File: src/rtl/pipe_ctrl_pkg.sv
// Shared definitions for the pipeline hazard/stall controller.
// Contents: controller state encoding, register-address width and an
// address compare helper in which register 0 never matches.
package pipe_ctrl_pkg;

  localparam int unsigned ADDR_W  = 5;
  localparam int unsigned STATE_W = 2;

  typedef enum logic [STATE_W-1:0] {
    ST_RUN     = 2'b00,
    ST_BRSTALL = 2'b01,
    ST_MDWAIT  = 2'b10
  } state_e;

  // Register 0 is hard-wired zero, so a dependency on it is never real.
  function automatic logic addr_match(input logic [ADDR_W-1:0] a,
                                      input logic [ADDR_W-1:0] b);
    return (a != ADDR_W'(0)) && (a == b);
  endfunction

endpackage

File: src/rtl/hazard_detect.sv
// Combinational register-dependency detection between Decode and Execute.
// Inputs : Decode source addresses (rs/rt), Execute destination/load target,
//          Execute regwrite/memread controls, Decode branch flag.
// Outputs: o_loaduse - Decode reads the register an Execute load writes
//          o_bralu   - Decode branch reads an Execute ALU result
//          o_brload  - Decode branch reads an Execute load result
module hazard_detect
  import pipe_ctrl_pkg::*;
(
  input  logic [ADDR_W-1:0] i_addr_rsD,
  input  logic [ADDR_W-1:0] i_addr_rtD,
  input  logic [ADDR_W-1:0] i_addr_rdE,
  input  logic [ADDR_W-1:0] i_addr_rtE,
  input  logic              i_con_regwriteE,
  input  logic              i_con_memreadE,
  input  logic              i_con_branchD,
  output logic              o_loaduse,
  output logic              o_bralu,
  output logic              o_brload
);

  logic load_match;
  logic alu_match;

  assign load_match = addr_match(i_addr_rtE, i_addr_rsD) ||
                      addr_match(i_addr_rtE, i_addr_rtD);
  assign alu_match  = addr_match(i_addr_rdE, i_addr_rsD) ||
                      addr_match(i_addr_rdE, i_addr_rtD);

  assign o_loaduse = i_con_memreadE && load_match;
  // Load results are covered by the load paths; only pure ALU writers here.
  assign o_bralu   = i_con_branchD && i_con_regwriteE && !i_con_memreadE && alu_match;
  assign o_brload  = i_con_branchD && o_loaduse;

endmodule

File: src/rtl/pipe_ctrl.sv
// Pipeline stall/flush controller: load-use and branch-compare hazards,
// taken-branch flush, multi-cycle mul/div wait, and memory-wait freeze.
// Ports: i_clk/i_rst_n (sync, active-low); Decode/Execute addresses and
// controls; i_md_done, i_mem_ready; stall/flush/freeze controls, o_md_start
// and o_state (debug). Outputs are combinational so stalls act same-cycle.
module pipe_ctrl
  import pipe_ctrl_pkg::*;
(
  input  logic              i_clk,
  input  logic              i_rst_n,
  input  logic [ADDR_W-1:0] i_addr_rsD,
  input  logic [ADDR_W-1:0] i_addr_rtD,
  input  logic [ADDR_W-1:0] i_addr_rdE,
  input  logic [ADDR_W-1:0] i_addr_rtE,
  input  logic              i_con_regwriteE,
  input  logic              i_con_memreadE,
  input  logic              i_con_branchD,
  input  logic              i_con_takenD,
  input  logic              i_con_mdD,
  input  logic              i_md_done,
  input  logic              i_mem_ready,
  output logic              o_con_stallF,
  output logic              o_con_stallD,
  output logic              o_con_flushD,
  output logic              o_con_flushE,
  output logic              o_con_freeze,
  output logic              o_md_start,
  output logic [1:0]        o_state
);

  state_e state;
  state_e state_nxt;
  logic   loaduse;
  logic   bralu;
  logic   brload;

  hazard_detect u_hazard_detect (
    .i_addr_rsD      (i_addr_rsD),
    .i_addr_rtD      (i_addr_rtD),
    .i_addr_rdE      (i_addr_rdE),
    .i_addr_rtE      (i_addr_rtE),
    .i_con_regwriteE (i_con_regwriteE),
    .i_con_memreadE  (i_con_memreadE),
    .i_con_branchD   (i_con_branchD),
    .o_loaduse       (loaduse),
    .o_bralu         (bralu),
    .o_brload        (brload)
  );

  // State register
  always_ff @(posedge i_clk) begin
    if (!i_rst_n) state <= ST_RUN;
    else          state <= state_nxt;
  end

  // Next-state and control outputs
  always_comb begin
    state_nxt    = state;
    o_con_stallF = 1'b0;
    o_con_stallD = 1'b0;
    o_con_flushD = 1'b0;
    o_con_flushE = 1'b0;
    o_con_freeze = 1'b0;
    o_md_start   = 1'b0;

    if (!i_rst_n) begin
      state_nxt = ST_RUN;
    end else if (!i_mem_ready) begin
      // Memory wait freezes everything, including a pending mul/div done.
      o_con_freeze = 1'b1;
      o_con_stallF = 1'b1;
      o_con_stallD = 1'b1;
      if (state != ST_RUN && state != ST_BRSTALL && state != ST_MDWAIT)
        state_nxt = ST_RUN;
    end else begin
      unique case (state)
        ST_RUN: begin
          if (loaduse || bralu) begin
            o_con_stallF = 1'b1;
            o_con_stallD = 1'b1;
            o_con_flushE = 1'b1;
            if (brload) state_nxt = ST_BRSTALL;
          end else if (i_con_mdD) begin
            o_md_start = 1'b1;
            state_nxt  = ST_MDWAIT;
          end else if (i_con_takenD) begin
            o_con_flushD = 1'b1;
          end
        end
        ST_BRSTALL: begin
          // Second stall cycle so the load result reaches the branch compare.
          o_con_stallF = 1'b1;
          o_con_stallD = 1'b1;
          o_con_flushE = 1'b1;
          state_nxt    = ST_RUN;
        end
        ST_MDWAIT: begin
          if (i_md_done) begin
            state_nxt = ST_RUN;
          end else begin
            o_con_stallF = 1'b1;
            o_con_stallD = 1'b1;
            o_con_flushE = 1'b1;
          end
        end
        default: state_nxt = ST_RUN;
      endcase
    end
  end

  assign o_state = i_rst_n ? STATE_W'(state) : STATE_W'(0);

endmodule

File: config.mk
export PLATFORM = sky130hd
export DESIGN_NAME = pipe_ctrl
export DESIGN_NICKNAME = d
export VERILOG_FILES = /design/src/rtl/pipe_ctrl_pkg.sv /design/src/rtl/hazard_detect.sv /design/src/rtl/pipe_ctrl.sv
export SDC_FILE = /design/constraint.sdc
export NUM_CORES = 1
export LEC_CHECK = 0
export BUFFER_PORTS_ARGS = -buffer_cell sky130_fd_sc_hd__buf_4
export CAP_MARGIN = 10
export CORE_AREA = 2 2 39 41
export DETAILED_ROUTE_END_ITERATION = 10
export DIE_AREA = 0 0 41 43
export GPL_ROUTABILITY_DRIVEN = 1
export PLACE_DENSITY_LB_ADDON = 0.2
export SLEW_MARGIN = 10
export SYNTH_ARGS = -nofsm -noshare
export SYNTH_HDL_FRONTEND = slang
export SYNTH_HIERARCHICAL = 1
export SYNTH_SLANG_ARGS = --single-unit
File: constraint.sdc
create_clock -name i_clk -period 6 [get_ports i_clk]
set_input_delay 1.8 -clock i_clk [delete_from_list [all_inputs] [get_ports i_clk]]
set_output_delay 1.8 -clock i_clk [all_outputs]
set_load 0.02 [all_outputs]
# After elaboration in Yosys (flattened, before gate mapping)

Cells that the tools add are included.

Multiplexer cells: 28
Reduce and logical (&&, ||, !) cells: 21
Equal/unequal tests: 11

Operator list:

| kind                                                | number |
|---|---|
| equality test 5 bit                                 | 4 |
| two-way mux 1 bit                                   | 19 |
| two-way mux 2 bit                                   | 7 |
| logical AND 1 bit                                   | 11 |
| nonzero test 5 bit                                  | 2 |
| != test 4 bit, second input constant                | 2 |
| case mux 2 bit (2 select lines)                     | 1 |
| AND reduction 4 bit                                 | 1 |
| nonzero test 2 bit                                  | 2 |
| logical OR 1 bit                                    | 3 |
| != test 3 bit, second input constant                | 1 |
| case mux 1 bit (3 select lines)                     | 1 |
| equality test 2 x 1 -> 1 bit, second input constant | 1 |
| equality test 2 bit, second input constant          | 1 |
| logical NOT 2 bit                                   | 1 |
| != test 2 x 1 -> 1 bit, second input constant       | 1 |
| != test 2 bit, second input constant                | 1 |
| logical NOT 1 bit                                   | 1 |

Word-level logic and storage cells: 61
Output and inout port bits: 8
Bits in registers: 2
Input port bits: 29

# Longest topological paths before layout

Gate-level depths: netlist (run 1).

Depth in word-level cells: 9
Mapped depth: 8
Depth with buffers taken out: 7

# Hierarchy

The synthesis (run 1) kept the hierarchy.

Modules (own cells, without submodules):

| module        | area each (um^2) | seq. area each (um^2) | instances | cells an instance |
|---|---|---|---|---|
| hazard_detect | 276.5            | 0.0                   | 1         | 38 |
| pipe_ctrl     | 203.9            | 40.0                  | 1         | 29 |

# Least setup slack after synthesis (run 1)

OpenSTA, ideal clock, no wires.

Path type: in2out
Start: in i_addr_rdE[1]
End: out o_con_flushD
Data arrival time: 3641 ps
Cell stages on the path: 5
Path buffers: 0
Setup slack: 559 ps
Required time: 4200 ps
Cell sequence: or4_1 o21ai_1 a21oi_1 or4_1 nor4_1

Longest elaborated chain between the ends: 9
Elaborated cells between the ends (all ways): 12
Classes of those cells: eq/ne (2); mux (4); reduce/logical (6)

RTL lines:

| what                                                      | RTL line            | source |
|---|---|---|
| start: declaration                                        | pipe_ctrl.sv:13     | `input logic [ADDR_W-1:0] i_addr_rdE,` |
| equality test 5 bit or nonzero test 5 bit (tied branches) | pipe_ctrl_pkg.sv:18 | `return (a != ADDR_W'(0)) && (a == b);` |
| logical AND 1 bit                                         | pipe_ctrl_pkg.sv:18 |  |
| logical OR 1 bit *                                        | hazard_detect.sv:27 | `assign alu_match = addr_match(i_addr_rdE, i_addr_rsD) \|\|` |
| logical AND 1 bit *                                       | hazard_detect.sv:32 | `assign o_bralu = i_con_branchD && i_con_regwriteE && !i_con_memreadE && alu_match;` |
| named net bralu                                           | pipe_ctrl.sv:34     | `logic bralu;` |
| logical OR 1 bit *                                        | pipe_ctrl.sv:78     | `if (loaduse \|\| bralu) begin` |
| two-way mux 1 bit *                                       | pipe_ctrl.sv:78     |  |
| two-way mux 1 bit *                                       | pipe_ctrl.sv:76     | `unique case (state)` |
| two-way mux 1 bit *                                       | pipe_ctrl.sv:68     | `end else if (!i_mem_ready) begin` |
| two-way mux 1 bit *                                       | pipe_ctrl.sv:66     | `if (!i_rst_n) begin` |
| end: declaration                                          | pipe_ctrl.sv:24     | `output logic o_con_flushD,` |

The timed path passes the listed nets; every way through them passes the cells marked *.

# Worst setup path in the final report (run 1)

Same ends and word-level chain as after synthesis.

==> results.sh, run 1 <==
export IMPL_ys_seq_area_frac=0.0833
export IMPL_synth_cell_types=27
export IMPL_cap_violations=0
export IMPL_grt_pass1_vias=519
export IMPL_syn_cell_area_um2=480
export IMPL_drtIter0Drc=6
export IMPL_postLayoutCoreUtil=0.568
export IMPL_synth_compound_area_frac=0.172
export IMPL_synth_avg_cell_area_um2=7.17
export IMPL_initial_core_util=0.347
export IMPL_portBuffers=36
export IMPL_synth_mux_area_fraction=0
export IMPL_crit_fanout=3
export IMPL_worst_pin_slew_ps=302
export IMPL_cts_sinks=2
export IMPL_largest_reg_flops=2
export IMPL_grt_pass1_wl_mm=1.99
export IMPL_slew_violations=0
export IMPL_chipWidth_um=41
export IMPL_critPathCaptureType="output pin"
export IMPL_nFillCells=157
export IMPL_postSynthCellCount=67
export IMPL_cts_tree="built"
export IMPL_htreeDepth=1
export IMPL_grt_busiest_layer="met2"
export IMPL_hpwl_mm=1.15
export IMPL_num_rows=14
export IMPL_cts_hold_buf=0
export IMPL_drc=0
export IMPL_use_met3=0.0314
export IMPL_crit_chain="buf_4 > or4_1 > o21ai_1 > a21oi_1 > or4_1 > nor4_1 > buf_4"
export IMPL_min_path_type="reg2reg"
export IMPL_cts_path_max_buffers=2
export IMPL_startpoint_type="input pin"
export IMPL_vias_per_cell=4.82
export IMPL_synth_adder_area_share=0
export IMPL_powerDensity_nw_per_um2=117
export IMPL_grt_use_total=0.157
export IMPL_cts_buffers=3
export IMPL_clock_skew_ps=1.84
export IMPL_rsz0062_at_grt="false"
export IMPL_area_growth_pct=63.5
export IMPL_yosysWarningCount=6
export IMPL_fin_crit_sh=0.891
export IMPL_grt_max_degree=9
export IMPL_cpMaxStageDelayCell="or4_1"
export IMPL_ant_nets=0
export IMPL_ir_drop_uv=102
export IMPL_synth_simple_area_share=0.341
export IMPL_grt_use_met2=0.309
export IMPL_crit_type="in2out"
export IMPL_nets=136
export IMPL_synth_top_family_by_area="XOR/XNOR gates"
export IMPL_clk_latency_ps=220
export IMPL_synthArstFlopShare=0
export IMPL_dr_pass1_iters=2
export IMPL_max_slew_margin=0.797
export IMPL_synthXorXnorAreaFrac=0.365
export IMPL_multi_input_area_um2=422
export IMPL_top_regs="state (2)"
export IMPL_gp_congestion=0.787
export IMPL_power_leakage_nw=0.367
export IMPL_cpPeakStageDelay_ps=520
export IMPL_clk_pin_slew_ps=30
export IMPL_final_min_clock_period_ps=5340
export IMPL_antenna_found_initial=0
export IMPL_drive_gt1_frac=0.429
export IMPL_antenna_cells=0
export IMPL_syn_nets=96
export IMPL_regMostFlops="state"
export IMPL_io_pins=37
export IMPL_pre_cts_ws_ps=651
export IMPL_routed_wl_mm=1.26
export IMPL_cts_resized=0
export IMPL_holdWs_ps=576
export IMPL_ys_ff_latch=2
export IMPL_vias=583
export IMPL_wire_per_inst_um=10.4
export IMPL_worst_slack_ps=655
export IMPL_fmax_mhz=187
export IMPL_final_seq_area_um2=40.0
export IMPL_arrival_ps=3540
export IMPL_die_area_um2=1760
export IMPL_hold_violations=0
export IMPL_synthFlopType="dfxtp_1"
export IMPL_synth_edf_count=0
export IMPL_fin_setup_tns_ps=0
export IMPL_post_cts_buffers=0
export IMPL_setup_viol=0
export IMPL_grt_overflow=0
export IMPL_status="complete, no violations"
export IMPL_die_y_um=43
export IMPL_core_area_um2=1380
export IMPL_met1_usage=0.166
export IMPL_cp_required_ps=4200
export IMPL_cts_root_buf="clkbuf_4"
-- logic make-up (layout without fill, tap and decap cells) --
group / after synthesis / in the layout
xor+xnor: 20 / 20
buf+inv: 4 / 42
compound gates: 11 / 11
simple gates: 30 / 30
flops: 2 / 2
-- routing by layer --
layer,part of all wire,vias to the layer above
met4,0,0
li1,-,314
met2,0.55,22
met5,0,-
met3,0.067,0
met1,0.39,247
-- area by class of cell --
type                    count  area share
inverters                   3      0.0143
well taps                  16      0.0255
multi-input cells          61       0.537
clock buffers               3      0.0287
flip-flops and latches      2      0.0510
repair buffers             36       0.344
-- cells in the mapped netlist (2+ instances only) --
| cell | number | share of area |
|---|---|---|
| xor2_1 | 16 | 0.29 |
| inv_1 | 3 | 0.023 |
| nor4_1 | 2 | 0.026 |
| nand2_1 | 3 | 0.023 |
| a21oi_1 | 3 | 0.031 |
| nor2_1 | 7 | 0.055 |
| xnor2_1 | 4 | 0.073 |
| nand3_1 | 3 | 0.031 |
| or4_1 | 2 | 0.031 |
| dfxtp_1 | 2 | 0.083 |
| and2_1 | 2 | 0.026 |
| nor3_1 | 5 | 0.052 |
-- per-stage QoR --
stage / power, mW / cell area, um2 / instances
floorplan: 0.0382 / 480 / 67
global placement: 0.0640 / 763 / 118
detailed placement: 0.0646 / 763 / 118
CTS: 0.0941 / 786 / 121
global route: 0.101 / 786 / 121
finish: 0.0921 / 786 / 121
-- worst paths after layout --
kind,start,to,slack (ps),cells after the start
setup reg to reg,state[1],state[0],4840,3
hold reg to reg,state[1],state[1],580,2
hold / removal,state[1],state[1],580,2
setup / recovery,i_addr_rdE[1],o_con_flushD,660,7
-- worst max-delay path: cells and delay by family --
family                 cells  cell delay [ps]
AND/OR/NAND/NOR            3             1230
buffers and inverters      2              310
AO/OA/AOI/OAI              2              200
-- report_power, final --
group | switching (mW) | internal [mW] | total [mW]
Sequential | 0.000897 | 0.0139 | 0.0148
Combinational | 0.0229 | 0.0264 | 0.0493
Clock | 0.00606 | 0.0219 | 0.0280
-- cells in the final DEF, fill, tap and decap left out --
cell type,Yosys,routed
a2111o_1,1,1
a211oi_2,1,1
a21oi_1,3,3
a221o_2,1,1
a22oi_1,1,1
a31oi_1,1,1
and2_1,2,2
and3_2,1,1
buf_4,1,36
clkbuf_4,0,3
dfxtp_1,2,2
inv_1,3,3
nand2_1,3,3
nand2_2,1,1
nand2b_1,1,1
nand3_1,3,3
nand3b_1,1,1
nor2_1,7,7
nor3_1,5,5
nor3b_1,1,1
nor4_1,2,2
o21ai_0,1,1
o21ai_1,1,1
o21ai_2,1,1
or4_1,2,2
or4_4,1,1
xnor2_1,4,4
xor2_1,16,16
(Power assumes the default switching activity.)
==> inputs of run 2 (changes only) <==
ABC_AREA = 1   (was not set)
CORE_AREA = not set   (was 2 2 39 41)
CORE_UTILIZATION = 45   (was not set)
DIE_AREA = not set   (was 0 0 41 43)
==> run 2 against run 1 <==
- sequential power grew 9%
- routed wire length grew 22%
- clock power grew 2%
- clock skew shrank 0.70 ps
- via count up 34%
- cell area is 15% higher
- largest cell class unchanged
- largest power group unchanged
- highest routed layer unchanged
==> results.sh, run 2 <==
export IMPL_grt_use_total=0.239
export IMPL_wire_per_inst_um=8.81
export IMPL_ir_drop_uv=121
export IMPL_drc=0
export IMPL_die_area_um2=1480
export IMPL_final_min_clock_period_ps=4860
export IMPL_cts_buffers=3
export IMPL_max_slew_margin=0.851
export IMPL_dr_pass1_iters=4
export IMPL_top_layer="met3"
export IMPL_worst_pin_slew_ps=222
export IMPL_status="complete, no violations"
export IMPL_post_cts_buffers=0
export IMPL_cts_sinks=2
export IMPL_cts_resized=0
export IMPL_postLayoutCoreUtil=0.769
export IMPL_hpwl_mm=1.33
export IMPL_cap_violations=0
export IMPL_power_leakage_nw=0.575
export IMPL_total_power_mw=0.106
export IMPL_startpoint_type="input pin"
export IMPL_area_growth_pct=50.6
export IMPL_largest_reg_flops=2
export IMPL_drive_gt1_frac=0.292
export IMPL_ys_ff_latch=2
export IMPL_fin_crit_sh=0.811
export IMPL_synthTopCellsByArea="nand2_1 28%, inv_1 16%, xor2_1 10%"
export IMPL_route_met2_wl_um=730
export IMPL_synth_top_cell_by_area="nand2_1"
export IMPL_nets=192
export IMPL_synth_avg_cell_area_um2=4.86
export IMPL_min_path_type="reg2reg"
export IMPL_die_y_um=38.5
export IMPL_clk_latency_ps=220
export IMPL_io_pins=37
export IMPL_num_rows=12
export IMPL_gp_congestion=0.741
export IMPL_cts_path_max_buffers=2
export IMPL_slew_violations=0
export IMPL_synthArstFlopShare=0
export IMPL_rsz0062_at_grt="false"
export IMPL_ys_seq_area_frac=0.0669
export IMPL_fin_setup_tns_ps=0
export IMPL_critPathCaptureType="output pin"
export IMPL_syn_nets=152
export IMPL_synthMostInstantiatedCell="nand2_1"
export IMPL_hold_depth=4
export IMPL_wl_met1_um=738
export IMPL_drtIter0Drc=22
export IMPL_grt_pass1_wl_mm=2.55
export IMPL_cts_root_buf="clkbuf_4"
export IMPL_antenna_cells=0
export IMPL_core_area_um2=1170
export IMPL_synth_top_cell_area_share=0.276
export IMPL_vias_per_cell=4.46
export IMPL_antenna_found_initial=0
export IMPL_portBuffers=36
export IMPL_grt_max_degree=7
export IMPL_cp_required_ps=4200
export IMPL_worstHoldStart="state[0]"
export IMPL_top_regs="state (2)"
export IMPL_dpl_cell_area_um2=878
export IMPL_postSynthCellCount=123
export IMPL_clock_skew_ps=1.14
export IMPL_yosysWarningCount=6
export IMPL_grt_overflow=0
export IMPL_vias=781
export IMPL_setup_viol=0
export IMPL_crit_type="in2out"
export IMPL_chipWidth_um=38.5
export IMPL_powerDensity_nw_per_um2=118
export IMPL_initial_core_util=0.511
export IMPL_design_area_um2=901
export IMPL_crit_fanout=3
export IMPL_synth_common_cells="44 x nand2_1, 25 x inv_1, 15 x nor2_1, 9 x nand3_1, 7 x xor2_1"
export IMPL_routed_wl_mm=1.54
export IMPL_synth_cell_types=16
export IMPL_syn_cell_area_um2=598
export IMPL_mostFrequentLayoutCells="44 x nand2_1, 36 x buf_4, 25 x inv_1"
export IMPL_r2r_start="state[0]"
export IMPL_clk_pin_slew_ps=30
export IMPL_cts_tree="built"
export IMPL_fmax_mhz=206
export IMPL_hold_violations=0
export IMPL_ant_nets=0
export IMPL_arrival_ps=3060
export IMPL_r2r_cells=6
export IMPL_regMostFlops="state"
export IMPL_final_common_cell="nand2_1"
export IMPL_cts_hold_buf=0
export IMPL_grt_pass1_vias=671
export IMPL_synth_edf_count=0
export IMPL_wl_met3_um=71
export IMPL_synthFlopType="dfxtp_1"
export IMPL_htreeDepth=1
export IMPL_startpoint="i_addr_rsD[1]"
==> run 2: final timing paths <==
check                       to  slack [ps]
hold reg to reg       state[0]         580
hold / removal        state[0]         580
setup reg to reg      state[0]        4950
setup / recovery  o_con_stallF        1140
==> run 2: layout make-up <==
type / count / area (um2)
Tap cell: 14 / 17.5
Clock buffer: 3 / 22.5
Inverter: 27 / 101
Multi-Input combinational cell: 93 / 449
Fill cell: 116 / 270
Sequential cell: 2 / 40.0
Timing Repair Buffer: 36 / 270
==> run 2: worst max-delay path: stages <==
cell,delay (ps)
buf_4,120
xor2_1,160
nor2_1,150
nand3_1,80
a21oi_1,160
nor2_1,100
nand2_1,70
nand2_1,60
a21oi_1,170
buf_4,170
==> run 2: logic make-up (layout without fill, tap and decap cells) <==
logic type | after synthesis | in the layout | synth area share
AO/OA/AOI/OAI | 4 | 4 | 0.0335
XOR/XNOR | 11 | 11 | 0.161
buffers and inverters | 28 | 66 | 0.182
flip-flops | 2 | 2 | 0.0669
AND/OR/NAND/NOR | 78 | 78 | 0.556
==> run 2: metrics by stage <==
stage	hold slack [ps]	worst slack, ps	cells
after global routing	615	976	175
final	578	1140	175
after detailed placement	572	1160	172
after CTS	577	1160	175
after floorplan	528	1110	123
after global placement	559	1200	172
==> run 2: layer usage <==
metal  vias to the layer above  track usage
li1                        439            -
met1                       318        0.313
met2                        24        0.436
met3                         0            0
met4                         0       0.0517
met5                         -            0
==> run 2: where the power goes <==
group	switching, mW	internal, mW
Sequential	0.00166	0.0146
Combinational	0.0321	0.0292
Clock	0.00665	0.0220
==> inputs of run 3 (changes only) <==
ABC_AREA = 0   (was 1)
CORE_UTILIZATION = 34   (was 45)
clock period = 4 ns   (was 6 ns; I/O delays follow)
==> run 3 against run 2 <==
- the flow now finishes with violations (setup timing)
- clock power grew 51%
- register-to-register slack lost 2100 ps
- total power increased by 53%
- utilization fell by 0.87 points
- largest power group unchanged
- routed wire length up 2.4%
- sequential share of layout area down 0.40 points
- critical endpoint is now o_md_start
- die area rose by 6.0%
- sequential cell count unchanged
- sequential power up 38%
- critical path depth shrank 3
- cell count shrank 19%
==> results.sh, run 3 (synthesized netlist as in run 1, its figures left out) <==
export IMPL_status="finished with violations"
export IMPL_violations="setup timing"
export IMPL_critPathCaptureType="output pin"
export IMPL_area_growth_pct=106
export IMPL_antenna_cells=0
export IMPL_fin_setup_tns_ps=-155
export IMPL_fmax_mhz=247
export IMPL_grt_pass1_vias=625
export IMPL_grt_busiest_layer="met2"
export IMPL_cp_required_ps=2800
export IMPL_min_path_type="reg2reg"
export IMPL_mostFrequentLayoutCells="54 x buf_4, 16 x xor2_1, 7 x nor2_1"
export IMPL_gp_congestion=0.761
export IMPL_die_area_um2=1570
export IMPL_cts_tree="built"
export IMPL_grt_use_met2=0.447
export IMPL_worst_slack_ps=-46.8
export IMPL_vias_per_cell=4.88
export IMPL_grt_pass1_wl_mm=2.33
export IMPL_pre_cts_ws_ps=-82.4
export IMPL_powerDensity_nw_per_um2=164
export IMPL_routed_wl_mm=1.58
export IMPL_slew_violations=0
export IMPL_hold_depth=2
export IMPL_nets=157
export IMPL_grt_overflow=0
export IMPL_final_min_clock_period_ps=4050
export IMPL_num_rows=13
export IMPL_cts_buffers=3
export IMPL_htreeDepth=1
export IMPL_ir_drop_uv=120
export IMPL_chipWidth_um=39.6
export IMPL_setup_viol=5
export IMPL_grt_use_total=0.222
export IMPL_wire_per_inst_um=11.2
export IMPL_startpoint="i_addr_rdE[3]"
export IMPL_cts_sinks=2
export IMPL_worstHoldStart="state[1]"
export IMPL_met1_usage=0.229
export IMPL_die_y_um=39.6
export IMPL_postLayoutCoreUtil=0.761
export IMPL_drc=0
export IMPL_ant_nets=0
export IMPL_arrival_ps=2850
export IMPL_vias=688
export IMPL_nFillCells=104
export IMPL_initial_core_util=0.369
export IMPL_antenna_found_initial=0
export IMPL_top_regs="state (2)"
export IMPL_crit_fanout=3
export IMPL_startpoint_type="input pin"
export IMPL_total_power_mw=0.162
export IMPL_cap_violations=0
export IMPL_final_common_cell="buf_4"
export IMPL_power_leakage_nw=0.476
export IMPL_dr_pass1_iters=2
export IMPL_r2r_cells=3
export IMPL_portBuffers=36
export IMPL_drtIter0Drc=2
export IMPL_cts_path_max_buffers=2
export IMPL_core_area_um2=1300
export IMPL_use_met3=0.0114
export IMPL_fin_crit_sh=1.01
export IMPL_largest_reg_flops=2
export IMPL_worst_pin_slew_ps=311
export IMPL_r2r_start="state[1]"
export IMPL_cts_root_buf="clkbuf_4"
export IMPL_clk_latency_ps=220
export IMPL_grt_max_degree=9
export IMPL_hpwl_mm=1.21
export IMPL_io_pins=37
export IMPL_clk_pin_slew_ps=30
export IMPL_max_slew_margin=0.791
export IMPL_rsz0062_at_grt="true"
export IMPL_crit_type="in2out"
export IMPL_hold_violations=0
export IMPL_drive_gt1_frac=0.579
export IMPL_clock_skew_ps=3.02
export IMPL_regMostFlops="state"
[run 3: cell types whose count changed in the layout (fill, tap and decap cells not counted), moves of 6 or more]
cell / delta
buf_4: +18
nand2_1: -42
xor2_1: +9
nor2_1: -8
nand3_1: -6
inv_1: -22
[run 3: layout make-up]
cell class                      count  area (um2)  share of cell area
Sequential cell                     2        40.0              0.0405
Clock buffer                        3        22.5              0.0228
Tap cell                           15        18.8              0.0190
Inverter                            3        11.3              0.0114
Timing Repair Buffer               57         439               0.444
Multi-Input combinational cell     61         458               0.463
[run 3: worst max-delay path, stage by stage]
cell and delay [ps]:
buf_6 90, or4_4 530, o21ai_2 130, a21oi_2 50, or4_4 520, nor3_1 160
buf_4 170
[run 3: power by group]
part | total [mW] | leakage [nW] | internal [mW] | switching, mW
logic | 0.0970 | 0.446 | 0.0554 | 0.0416
registers | 0.0223 | 0.0163 | 0.0209 | 0.00142
clock network | 0.0431 | 0.0138 | 0.0330 | 0.0101
total | 0.162 | 0.476 | 0.109 | 0.0532
[run 3: stage by stage]
step,cells,hold slack (ps),cell area [um2]
2_1_floorplan,67,528,494
3_3_place_gp,125,572,836
3_5_place_dp,125,579,836
4_1_cts,141,582,981
5_1_grt,141,631,990
6_report,141,580,990
[run 3: path summary, 6_finish.rpt]
path	to	slack, ps
worst max register to register	state[0]	2850
worst min register to register	state[1]	580
worst min-delay path	state[1]	580
worst max-delay path	o_md_start	-50
[run 3: what timing repair did]
action,CTS,global route
endpoints found under the hold margin,0,0
pin swaps,2,0
setup buffers,13,0
gates cloned,0,0
setup endpoints to repair,5,5
resized for setup,7,1
hold buffers,0,0
[run 3: metal layers]
layer	vias up	routed length (um)
met2	21	891
met4	0	0
met5	-	0
met3	0	71
met1	311	616
li1	356	-
